[config.mk]
export PLATFORM = sky130hd
export DESIGN_NAME = mux_iw_driver_flat
export DESIGN_NICKNAME = d
export VERILOG_FILES = /design/src/rtl/mux_iw_driver_if.sv /design/src/rtl/mux_iw_driver.sv /design/src/flat_wrapper.sv
export SDC_FILE = /design/constraint.sdc
export NUM_CORES = 1
export LEC_CHECK = 0
export BUFFER_PORTS_ARGS = -buffer_cell sky130_fd_sc_hd__buf_2
export CAP_MARGIN = 20
export CORE_ASPECT_RATIO = 2
export CORE_UTILIZATION = 34
export CTS_CLUSTER_DIAMETER = 120
export DETAILED_ROUTE_END_ITERATION = 10
export GPL_TIMING_DRIVEN = 0
export SLEW_MARGIN = 20
export SYNTH_ARGS = -nofsm -noshare
export SYNTH_HDL_FRONTEND = slang
export SYNTH_SLANG_ARGS = --single-unit
[constraint.sdc]
create_clock -name clk -period 2.1 [get_ports clk]
set_clock_uncertainty 0.15 [all_clocks]
set_input_delay 0.105 -clock clk [delete_from_list [all_inputs] [get_ports clk]]
set_output_delay 0.105 -clock clk [all_outputs]
set_load 0.02 [all_outputs]
[src/rtl/mux_iw_driver_if.sv]
// Project-array bus: packed input word and one-hot enable out to the projects,
// and the selected project's output word coming back.
interface mux_iw_driver_if #(
  parameter int NUM_PROJ = 16
);
  logic [17:0]         iw;
  logic [NUM_PROJ-1:0] ena;
  logic [23:0]         ow;

  modport master (output iw, output ena, input ow);
  modport slave  (input iw, input ena, output ow);
endinterface

[src/rtl/mux_iw_driver.sv]
// Harness-side driver for the muxed project array: project selection with a
// drain/reset-hold switch sequence, divided project clock, input launch, output capture.
module mux_iw_driver #(
  parameter int NUM_PROJ   = 16,
  parameter int ADDR_W     = 4,
  parameter int CLKDIV_W   = 8,
  parameter int RST_CYCLES = 4
) (
  input  logic                clk,
  input  logic                rst_n,
  input  logic [ADDR_W-1:0]   sel_addr,
  input  logic                sel_valid,
  output logic                sel_ready,
  output logic [ADDR_W-1:0]   active_addr,
  input  logic [CLKDIV_W-1:0] clkdiv,
  input  logic                run,
  input  logic [7:0]          ui_in,
  input  logic [7:0]          uio_in,
  mux_iw_driver_if.master     proj,
  output logic [7:0]          uo_out,
  output logic [7:0]          uio_out,
  output logic [7:0]          uio_oe,
  output logic                cap_valid
);

  localparam int HOLD_W = $clog2(RST_CYCLES + 1);

  typedef enum logic [1:0] {IDLE, DRAIN, RESET_HOLD, RUN} state_t;

  state_t              state_reg, state_next;
  logic [ADDR_W-1:0]   addr_reg, addr_next;
  logic [ADDR_W-1:0]   active_addr_reg, active_addr_next;
  logic [NUM_PROJ-1:0] ena_reg, ena_next, ena_dec;
  logic                pclk_reg, pclk_next;
  logic                prst_reg, prst_next;
  logic [15:0]         data_reg, data_next;
  logic [CLKDIV_W-1:0] cnt_reg, cnt_next;
  logic                drain_cnt_reg, drain_cnt_next;
  logic [HOLD_W-1:0]   hold_cnt_reg, hold_cnt_next;
  logic [23:0]         cap_reg, cap_next;
  logic                cap_valid_reg, cap_valid_next;

  logic accept, div_en, tc, fall_tog, hold_done, addr_ok, capture;

  assign sel_ready = (state_reg == IDLE) || (state_reg == RUN);
  assign accept    = sel_valid && sel_ready;
  assign div_en    = (state_reg == RESET_HOLD) || ((state_reg == RUN) && run);
  assign tc        = div_en && (cnt_reg == clkdiv);
  assign fall_tog  = tc && pclk_reg;
  assign hold_done = (state_reg == RESET_HOLD) && fall_tog &&
                     (hold_cnt_reg == HOLD_W'(RST_CYCLES - 1));
  assign addr_ok   = 32'(addr_reg) < 32'(NUM_PROJ);
  // Sample ow on the last low-phase cycle, unless a switch is being accepted.
  assign capture   = (state_reg == RUN) && tc && !pclk_reg && !accept;

  genvar gi;
  generate
    for (gi = 0; gi < NUM_PROJ; gi++) begin : g_ena_dec
      assign ena_dec[gi] = (addr_reg == ADDR_W'(gi));
    end
  endgenerate

  // FSM state register
  always_ff @(posedge clk or negedge rst_n) begin
    if (!rst_n) state_reg <= IDLE;
    else        state_reg <= state_next;
  end

  // FSM next-state logic
  always_comb begin
    state_next = state_reg;
    case (state_reg)
      IDLE:       if (accept) state_next = DRAIN;
      DRAIN:      if (drain_cnt_reg) state_next = addr_ok ? RESET_HOLD : IDLE;
      RESET_HOLD: if (hold_done) state_next = RUN;
      RUN:        if (accept) state_next = DRAIN;
      default:    state_next = IDLE;
    endcase
  end

  // FSM outputs and datapath next values
  always_comb begin
    addr_next        = addr_reg;
    active_addr_next = active_addr_reg;
    ena_next         = ena_reg;
    pclk_next        = pclk_reg;
    prst_next        = prst_reg;
    data_next        = data_reg;
    cnt_next         = cnt_reg;
    hold_cnt_next    = hold_cnt_reg;
    cap_next         = cap_reg;
    cap_valid_next   = 1'b0;
    drain_cnt_next   = (state_reg == DRAIN) && !drain_cnt_reg;

    if (div_en) begin
      if (tc) begin
        cnt_next  = '0;
        pclk_next = ~pclk_reg;
      end else begin
        cnt_next  = cnt_reg + 1'b1;
      end
    end
    // New inputs go out on the falling toggle: half a period of setup.
    if (fall_tog) data_next = {uio_in, ui_in};
    if ((state_reg == RESET_HOLD) && fall_tog) hold_cnt_next = hold_cnt_reg + 1'b1;
    if (hold_done) prst_next = 1'b1;

    if ((state_reg == DRAIN) && drain_cnt_reg && addr_ok) begin
      ena_next         = ena_dec;
      active_addr_next = addr_reg;
    end

    if (capture) begin
      cap_next       = proj.ow;
      cap_valid_next = 1'b1;
    end

    if (accept) begin
      addr_next      = sel_addr;
      ena_next       = '0;
      pclk_next      = 1'b0;
      prst_next      = 1'b0;
      cnt_next       = '0;
      hold_cnt_next  = '0;
      drain_cnt_next = 1'b0;
      data_next      = data_reg;
    end
  end

  always_ff @(posedge clk or negedge rst_n) begin
    if (!rst_n) begin
      addr_reg        <= '0;
      active_addr_reg <= '0;
      ena_reg         <= '0;
      pclk_reg        <= 1'b0;
      prst_reg        <= 1'b0;
      data_reg        <= '0;
      cnt_reg         <= '0;
      drain_cnt_reg   <= 1'b0;
      hold_cnt_reg    <= '0;
      cap_reg         <= '0;
      cap_valid_reg   <= 1'b0;
    end else begin
      addr_reg        <= addr_next;
      active_addr_reg <= active_addr_next;
      ena_reg         <= ena_next;
      pclk_reg        <= pclk_next;
      prst_reg        <= prst_next;
      data_reg        <= data_next;
      cnt_reg         <= cnt_next;
      drain_cnt_reg   <= drain_cnt_next;
      hold_cnt_reg    <= hold_cnt_next;
      cap_reg         <= cap_next;
      cap_valid_reg   <= cap_valid_next;
    end
  end

  assign proj.iw     = {data_reg, prst_reg, pclk_reg};
  assign proj.ena    = ena_reg;
  assign active_addr = active_addr_reg;
  assign uo_out      = cap_reg[7:0];
  assign uio_out     = cap_reg[15:8];
  assign uio_oe      = cap_reg[23:16];
  assign cap_valid   = cap_valid_reg;

endmodule

[src/flat_wrapper.sv]
// flat-port wrapper written by rule: the top's interface ports become plain ports
module mux_iw_driver_flat 
#(
  parameter int NUM_PROJ   = 16,
  parameter int ADDR_W     = 4,
  parameter int CLKDIV_W   = 8,
  parameter int RST_CYCLES = 4
)
  (clk, rst_n, sel_addr, sel_valid, sel_ready, active_addr, clkdiv, run, ui_in, uio_in, uo_out, uio_out, uio_oe, cap_valid, proj_iw, proj_ena, proj_ow);
  mux_iw_driver_if #(.NUM_PROJ(NUM_PROJ)) proj_i ();
  input  logic clk;
  input  logic rst_n;
  input  logic [ADDR_W-1:0] sel_addr;
  input  logic sel_valid;
  output logic sel_ready;
  output logic [ADDR_W-1:0] active_addr;
  input  logic [CLKDIV_W-1:0] clkdiv;
  input  logic run;
  input  logic [7:0] ui_in;
  input  logic [7:0] uio_in;
  output logic [7:0] uo_out;
  output logic [7:0] uio_out;
  output logic [7:0] uio_oe;
  output logic cap_valid;
  output wire logic [$bits(proj_i.iw)-1:0] proj_iw;
  output wire logic [$bits(proj_i.ena)-1:0] proj_ena;
  input wire logic [$bits(proj_i.ow)-1:0] proj_ow;
  assign proj_iw = proj_i.iw;
  assign proj_ena = proj_i.ena;
  assign proj_i.ow = proj_ow;
  mux_iw_driver #(.NUM_PROJ(NUM_PROJ), .ADDR_W(ADDR_W), .CLKDIV_W(CLKDIV_W), .RST_CYCLES(RST_CYCLES)) u_core (.clk(clk), .rst_n(rst_n), .sel_addr(sel_addr), .sel_valid(sel_valid), .sel_ready(sel_ready), .active_addr(active_addr), .clkdiv(clkdiv), .run(run), .ui_in(ui_in), .uio_in(uio_in), .proj(proj_i), .uo_out(uo_out), .uio_out(uio_out), .uio_oe(uio_oe), .cap_valid(cap_valid));
endmodule
## Word-level counts from Yosys, hierarchy flattened

Index checks and enable logic that the tools add are counted.

- Register bits: 81
- Input bits: 56
- Output and inout bits: 64
- Word-level logic and storage cells: 84

- Add/sub/neg operators: 2
- Equality and inequality tests: 23
- Mux-type cells: 18
- Bitwise operators: 2
- Reduce and logical (&&, ||, !) cells: 27

Operators with widths:

| cell | count |
|---|---|
| $eq 4x4->1 const B | 8 |
| $mux 16 | 2 |
| $mux 8 | 3 |
| $eq 4x3->1 const B | 4 |
| $logic_and 1x1->1 | 11 |
| $reduce_bool 2->1 | 5 |
| $add 8x1->8 const B | 1 |
| $eq 4x2->1 const B | 2 |
| $eq 8x8->1 | 1 |
| $mux 1 | 7 |
| $mux 2 | 3 |
| $mux 3 | 2 |
| $ne 2x1->1 const B | 3 |
| $pmux 2 s3 | 1 |
| $eq 2x2->1 const B | 2 |
| $eq 4x1->1 const B | 1 |
| $logic_not 4->1 | 1 |
| $reduce_and 2->1 | 2 |
| $add 3x1->3 const B | 1 |
| $eq 3x2->1 const B | 1 |
| $logic_not 1->1 | 3 |
| $reduce_and 3->1 | 1 |
| $eq 2x1->1 const B | 1 |
| $logic_not 2->1 | 1 |
| 3 further kinds | 5 |

## Depth between registers and ports, before layout

Gate-level depths: netlist of run 1.

- Depth in word-level cells: 9
- Mapped depth: 9
- Depth with buffers taken out: 7

## Least setup slack after synthesis of run 1

No wires, ideal clock.

- Kind: register to register
- From: register u_core.state_reg[0]
- To: register u_core.cap_reg[0]
- Setup time: 0.125 ns
- Data arrival time: 2.019 ns
- Data required time: 1.825 ns
- Path slack: -0.194 ns
- Cell stages (with the launch flop): 10
- Path buffers: 2
- Clock period less this slack: 2.294 ns
- Cells stage by stage: dfrtp_1 -> inv_1 -> ha_1 -> a21o_1 -> nand2_1 -> nor3_4 -> and4b_1 -> buf_6 -> buf_12 -> mux2_4

- Longest elaborated chain between the ends: 7
- Elaborated cells on any way between the ends: 12
- Those cells by class: 2 x eq/ne; 10 x reduce/logical

Ends and longest elaborated chain:

| element | line | RTL |
|---|---|---|
| start: declaration | mux_iw_driver.sv:30 | `state_t state_reg, state_next;` |
| start signal: assignment | mux_iw_driver.sv:66 | `else state_reg <= state_next;` |
| $eq 2x2->1 | mux_iw_driver.sv:45, mux_iw_driver.sv:47, mux_iw_driver.sv:54 |  |
| $logic_and 1x1->1 | mux_iw_driver.sv:47 | `assign div_en = (state_reg == RESET_HOLD) \|\| ((state_reg == RUN) && run);` |
| $logic_or 1x1->1 | mux_iw_driver.sv:47 |  |
| $logic_and 1x1->1 | mux_iw_driver.sv:48 | `assign tc = div_en && (cnt_reg == clkdiv);` |
| $logic_and 1x1->1 (2 in series) | mux_iw_driver.sv:54 | `assign capture = (state_reg == RUN) && tc && !pclk_reg && !accept;` |
| $logic_and 1x1->1 (*) | mux_iw_driver.sv:54 |  |
| end signal: assignment | mux_iw_driver.sv:153 | `cap_reg <= cap_next;` |
| end: declaration | mux_iw_driver.sv:40 | `logic [23:0] cap_reg, cap_next;` |

Every way passes the cells marked *; elsewhere a longest branch is shown, timed or not.
A chain may end at the register's enable or synchronous reset.

## Final worst setup path of run 1

- From: register u_core.state_reg[0]
- To: register u_core.state_reg[0]

- Longest elaborated chain between the ends: 9
- Elaborated cells on any way between the ends: 18
- Those cells by class: 6 x eq/ne; 1 x mux; 11 x reduce/logical

Ends and longest elaborated chain:

| element | line | RTL |
|---|---|---|
| $eq 2x2->1 | mux_iw_driver.sv:45, mux_iw_driver.sv:47, mux_iw_driver.sv:72 |  |
| $logic_and 1x1->1 | mux_iw_driver.sv:47 |  |
| $logic_or 1x1->1 | mux_iw_driver.sv:47 |  |
| $logic_and 1x1->1 | mux_iw_driver.sv:48 |  |
| $logic_and 1x1->1 | mux_iw_driver.sv:49 | `assign fall_tog = tc && pclk_reg;` |
| $logic_and 1x1->1 (2 in series) | mux_iw_driver.sv:50 | `assign hold_done = (state_reg == RESET_HOLD) && fall_tog &&` |
| $ne 2x1->1 (no line) | -- |  |
| $reduce_and 3->1 (no line) | -- |  |

Parallel ways exist; a longest one is shown, timed or not.

==> flow_summary.toml, run 1 <==
[outcome]
outcome = "complete, but fails checks"
violations = "negative setup slack"

[floorplanning]
num_rows = 52
die_width_microns = 74.2
design.core.area_sq_um = 10100
dieArea_sq_um = 10900
ioPinCount = 120
fp.dieH_microns = 146
initial_core_util = 0.349

[routing]
via_per_inst = 4.68
vias = 2914
drtIter0Drc = 123
wl_met1_microns = 3350
wl_met2_microns = 5230
finalWirelength_microns = 9290
wl_met3_microns = 304
firstDrtPassIters = 4
drtAntennaViolNets = 0
top_layer_used = "met4"
drc = 0
wl_per_cell_microns = 14.9

[setup_path]
cp-start-kind = "flip-flop"
worst_ep_arrival_time_ns = 2.26
critical_path.slowest_cell = "dfrtp_1"
path_delay_family = "buffers and inverters"
cp-end-kind = "flip-flop"
crit_top_cell = "buf_4"
critPathMaxStageDelay_ns = 0.43
cp.required_ns = 2.20
critPathBufInv = 12
critPathMaxFanout = 3
worstSetupPathType = "flip-flop to flip-flop"
path_cells = "inv_2 -> buf_4 -> buf_4 -> buf_4 -> buf_4 -> buf_4 -> buf_4 -> buf_4 -> buf_4 -> buf_4 -> buf_4 -> buf_4 -> mux2i_1"

[logic_synthesis]
synth_ff_type = "dfrtp_1"
yosysSeqAreaShare = 0.572
avgSynthCellArea_sq_um = 12.8
yosys_warnings = 0
synth-async-reset-ratio = 1.00
synth_area_leaders = "dfrtp_1 (57%), mux2_4 (8.5%), mux2_2 (7.3%)"
synth-edff-count = 0
synth_cells = 276
mappedNetlistNets = 338
synth_cell_types = 38
synth.top_cell.area_share = 0.572
synth_area_sq_um = 3540
yosysTopAreaCell = "dfrtp_1"
synth-seq-cells = 81

[layout]
largest_reg_flops = 24
area_growth_pct = 56.3
drive_gt1_frac = 0.495
diodes = 0
final_area_sq_um = 5530
nets = 544

[power_and_ir_drop]
p_int_w = 0.00331
p_sw_w = 0.00170
pwr-share-clk = 0.302
p_leak_nw = 2.91
seqPwrFrac = 0.379
power.total_w = 0.00500
p_per_area_nw_per_um2 = 904
vdd_drop_max_mv = 0.640
p_comb_frac = 0.319
switching_share = 0.339

[timing]
period_minus_slack_ns = 2.16
slew-limit-headroom = 0.629
hold_viol_final = 0
slew_viol_final = 0
fmax_mhz = 462
worst_pin_slew_ns = 0.557
period_share = 1.03
layout_setup_ws_ns = -0.0623
holdWs_ns = 0.0393
grt_setup_unrepaired = "yes"
setup_viol = 15
setup_tns_ns = -0.377

[placed_design]
gp_congestion = 0.817
dp_slack_ns = -0.397
placed_cell_area_sq_um = 4330
portBuffers = 119
dpl.hpwl_microns = 6120

[clock_tree]
clk_latency_ns = 0.33
cts-buffers-inserted = 9
cts_tree = "yes"
htreeDepth = 3
cts_root_buf = "clkbuf_16"
cts.path.max_buffers = 2
path_clk_slew_ns = 0.07
clkSinkCount = 81

[grt]
gr-total-overflow = 0
grtUsageTotal = 0.178
grt_pass1_wl_microns = 14300
antenna_found_initial = 0
grt_max_degree = 43
grt_pass1_vias = 3051

[job]
cap_violations = 0

[min_path]
min_path_type = "primary input to flip-flop"
## power groups by stage
stage	logic, W	registers [W]	clock network (W)
final	0.00160	0.00190	0.00151
after global routing	0.00175	0.00192	0.00163
after CTS	0.00155	0.00189	0.00156
after detailed placement	0.00119	0.00190	0
after global placement	0.00117	0.00190	0
after floorplan	0.000679	0.00199	0
## path summary, 6_finish.rpt
| kind | end | cells past startpoint | slack (ns) | from |
|---|---|---|---|---|
| max in group asynchronous | u_core.state_reg[1]$_DFFE_PN0P_ | 3 | 0.99 | rst_n |
| min in group asynchronous | u_core.data_reg[1]$_DFFE_PN0P_ | 2 | 0.17 | rst_n |
| worst max-delay path | u_core.state_reg[0]$_DFFE_PN0P_ | 13 | -0.06 | u_core.state_reg[0]$_DFFE_PN0P_ |
| worst min-delay path | u_core.addr_reg[0]$_DFFE_PN0P_ | 4 | 0.04 | sel_valid |
| worst max register to register | u_core.state_reg[0]$_DFFE_PN0P_ | 13 | -0.06 | u_core.state_reg[0]$_DFFE_PN0P_ |
| worst min register to register | u_core.drain_cnt_reg$_DFF_PN0_ | 1 | 0.32 | u_core.drain_cnt_reg$_DFF_PN0_ |
## per-stage QoR
step	std cells	util
after floorplan	276	-
after global placement	530	0.425
after detailed placement	531	0.427
after CTS	619	0.535
after global routing	622	0.545
final	622	0.545
## cells in the final DEF, fill, tap and decap left out, types with 5 or more instances in the layout
cell           instances
a22oi_1               12
buf_12                 5
buf_2                119
buf_4                 26
clkbuf_16             10
dfrtp_1               78
dlygate4sd3_1         45
inv_1                  5
mux2_2                18
mux2_4                25
mux2i_1                5
nand2_1               23
nor2_1                30
xnor2_2                7
## final cells by class
type | count | area (sq um)
buffer | 12 | 106
multi-input combinational | 177 | 1550
inverter | 6 | 22.5
timing repair buffer | 195 | 1370
tap | 135 | 169
sequential | 81 | 2030
clock inverter | 6 | 48.8
clock buffer | 10 | 239
fill | 922 | 4620
## worst register-to-register path: cells and delay by family, from the launching register on
| kind | cells | cell delay, ns |
|---|---|---|
| buf+inv | 12 | 1.42 |
| flops | 1 | 0.43 |
| mux | 1 | 0.12 |
## what timing repair did
item / 4_1_cts / 5_1_grt
gates cloned: 1 / 1
gates resized for setup: 24 / 14
hold buffers: 45 / 0
pin swaps: 9 / 3
endpoints found under the setup margin: 54 / 55
setup buffers: 27 / 3
hold endpoints to repair: 85 / 0
## per-layer routing
| metal | global-route usage | vias to the layer above |
|---|---|---|
| li1 | - | 1378 |
| met2 | 0.327 | 78 |
| met1 | 0.169 | 1430 |
| met4 | 0.105 | 0 |
| met5 | 0 | - |
| met3 | 0.0421 | 28 |
## kinds of logic after synthesis
logic type      after synthesis  share of synthesized area
xor+xnor                     15                     0.0371
compound gates               26                     0.0512
simple gates                 82                      0.111
fa+ha+maj                     6                     0.0212
mux                          48                      0.172
flops                        81                      0.572
buf+inv                      18                     0.0346
## synth_stat cells, types with 2 or more instances
master	instances
dfrtp_1	81
nor2_1	30
nand2_1	26
mux2_2	23
mux2_4	20
a22oi_1	12
xnor2_1	11
ha_1	6
inv_1	6
a21oi_1	5
clkbuf_1	5
mux2i_1	5
nor3_1	4
xor2_1	4
nand3_1	3
nand4_1	3
o21ai_0	3
a32oi_1	2
and2_1	2
buf_12	2
buf_4	2
buf_6	2
nor2b_1	2
nor3b_1	2
nor4_1	2
Power figures use the tool's default switching activity.
==> run 2: changes to the inputs <==
--- a/config.mk
+++ b/config.mk
@@ -12,6 +12,7 @@
 export CTS_CLUSTER_DIAMETER = 120
 export DETAILED_ROUTE_END_ITERATION = 10
 export GPL_TIMING_DRIVEN = 0
+export REMOVE_ABC_BUFFERS = 1
 export SLEW_MARGIN = 20
 export SYNTH_ARGS = -nofsm -noshare
 export SYNTH_HDL_FRONTEND = slang
==> run 2 against run 1 <==
The run still ends with negative setup slack left; sequential cell count stayed put; fmax is 3.0% lower; cell area is 3.9% lower; highest routed layer unchanged; critical endpoint is now u_core.cap_reg[22]$_DFFE_PN0P_.
==> flow_summary.toml, run 2 (synthesized netlist as in run 1, its figures left out) <==
[setup_path]
path_delay_family = "simple AND/OR/NAND/NOR gates"
ff2ff_setup_slack_ns = -0.13
ff2ff_path_depth = 7
critPathMaxFanout = 5
critPathCapture = "u_core.cap_reg[22]$_DFFE_PN0P_"
cp-start-kind = "flip-flop"
path_cells = "xnor2_1 -> nand4_1 -> nor3_4 -> and4b_2 -> buf_4 -> clkbuf_16 -> mux2_4"
worstReg2RegStart = "u_core.cnt_reg[5]$_DFFE_PN0P_"
critical_path.slowest_cell = "dfrtp_1"
critical_path_depth = 7
worst_ep_arrival_time_ns = 2.30
cp.required_ns = 2.17
cp-end-kind = "flip-flop"
r2r-end = "u_core.cap_reg[22]$_DFFE_PN0P_"
critPathBufInv = 2
critPathMaxStageDelay_ns = 0.42
crit_start = "u_core.cnt_reg[5]$_DFFE_PN0P_"
worstSetupPathType = "flip-flop to flip-flop"

[clock_tree]
clkSinkCount = 81
clk_latency_ns = 0.33
cts.path.max_buffers = 2
path_clk_slew_ns = 0.07
cts_tree = "yes"
cts-buffers-inserted = 9
cts_root_buf = "clkbuf_16"
htreeDepth = 3

[timing]
fmax_mhz = 448
worst_pin_slew_ns = 0.642
grt_setup_unrepaired = "yes"
setup_viol = 27
period_share = 1.06
layout_setup_ws_ns = -0.130
holdWs_ns = 0.0541
hold_viol_final = 0
slew_viol_final = 0
period_minus_slack_ns = 2.23
setup_tns_ns = -2.57
slew-limit-headroom = 0.568

[routing]
vias = 2784
wl_per_cell_microns = 15.3
drtAntennaViolNets = 0
finalWirelength_microns = 9090
drc = 0
drtIter0Drc = 72
firstDrtPassIters = 4
via_per_inst = 4.68

[outcome]
outcome = "complete, but fails checks"
violations = "negative setup slack"

[grt]
grt_pass1_vias = 3035
grt_pass1_wl_microns = 14600
grt.busiest_layer = "met2"
antenna_found_initial = 0
use_met3 = 0.0248
gr-total-overflow = 0
grtUsageMet2 = 0.322
grtUsageTotal = 0.181
grt_max_degree = 50
use_met1 = 0.193

[floorplanning]
dieArea_sq_um = 10900
ioPinCount = 120
initial_core_util = 0.349
fp.dieH_microns = 146
design.core.area_sq_um = 10100
die_width_microns = 74.2
num_rows = 52

[power_and_ir_drop]
seqPwrFrac = 0.393
p_sw_w = 0.00165
pwr-share-clk = 0.331
p_int_w = 0.00327
p_comb_frac = 0.276
p_per_area_nw_per_um2 = 926
switching_share = 0.336
vdd_drop_max_mv = 0.467
p_leak_nw = 2.75

[layout]
fin_util = 0.524
final_area_sq_um = 5320
area_growth_pct = 50.2
drive_gt1_frac = 0.470
largest_reg_flops = 24
fillers = 916
nets = 517
final_cell_mix = "buf_2 (118), dfrtp_1 (80), dlygate4sd3_1 (45)"
final_common_cell = "buf_2"
diodes = 0

[job]
cap_violations = 0

[placed_design]
placed_cell_area_sq_um = 4260
gp_congestion = 0.788
portBuffers = 119
dpl.hpwl_microns = 5950

[min_path]
min_path_type = "primary input to flip-flop"
run 2: worst min path at each step:
stage / start / to / slack [ns] / depth (start not counted)
6_report: run / u_core.cnt_reg[0]$_DFFE_PN0P_ / 0.05 / 4
3_5_place_dp: rst_n / u_core.cap_reg[10]$_DFFE_PN0P_ / -0.06 / 1
2_1_floorplan: rst_n / u_core.active_addr[0]$_DFFE_PN0P_ / -0.34 / 0
3_3_place_gp: sel_addr[0] / u_core.addr_reg[0]$_DFFE_PN0P_ / 0.16 / 3
5_1_grt: run / u_core.cnt_reg[0]$_DFFE_PN0P_ / 0.06 / 4
4_1_cts: run / u_core.cnt_reg[0]$_DFFE_PN0P_ / 0.005 / 4
run 2: timing repair:
action	CTS	global route
cloned	2	1
setup buffers	10	3
setup endpoints to repair	66	50
pin swaps	3	4
hold endpoints to repair	125	0
gates resized for setup	13	18
hold buffers	45	0
run 2: worst register-to-register path, delay by kind of cell (launching register included):
family,cells,cell delay (ns)
XOR/XNOR,1,0.22
buffers and inverters,2,0.29
flip-flops,1,0.42
multiplexers,1,0.29
AND/OR/NAND/NOR,3,0.75
run 2: cell type report:
class                           count  area, sq um  area share
Sequential cell                    81         2030       0.381
Multi-Input combinational cell    177         1510       0.284
Timing Repair Buffer              180         1270       0.240
Clock buffer                       10          239      0.0449
Tap cell                          135          169      0.0318
Clock inverter                      6         72.6      0.0136
Inverter                            6         22.5     0.00424
run 2: per-layer routing:
layer	part of all wire	wire (microns)
met1	0.37	3380
met2	0.57	5200
met3	0.029	265
met4	0.026	240
met5	0	0
run 2: stage by stage:
| stage | setup WS (ns) | std cells | total power (W) |
|---|---|---|---|
| 3_3_place_gp | -1.39 | 518 | 0.00301 |
| 2_1_floorplan | -0.826 | 264 | 0.00263 |
| 4_1_cts | -0.171 | 593 | 0.00486 |
| 6_report | -0.130 | 595 | 0.00492 |
| 5_1_grt | -0.219 | 595 | 0.00520 |
| 3_5_place_dp | -0.629 | 520 | 0.00305 |
run 2: power by group through the flow:
stage               registers, W  clock network, W  logic, W
floorplan                0.00200                 0  0.000625
global placement         0.00193                 0   0.00108
global route             0.00196           0.00173   0.00151
finish                   0.00194           0.00163   0.00136
detailed placement       0.00193                 0   0.00111
CTS                      0.00191           0.00168   0.00127
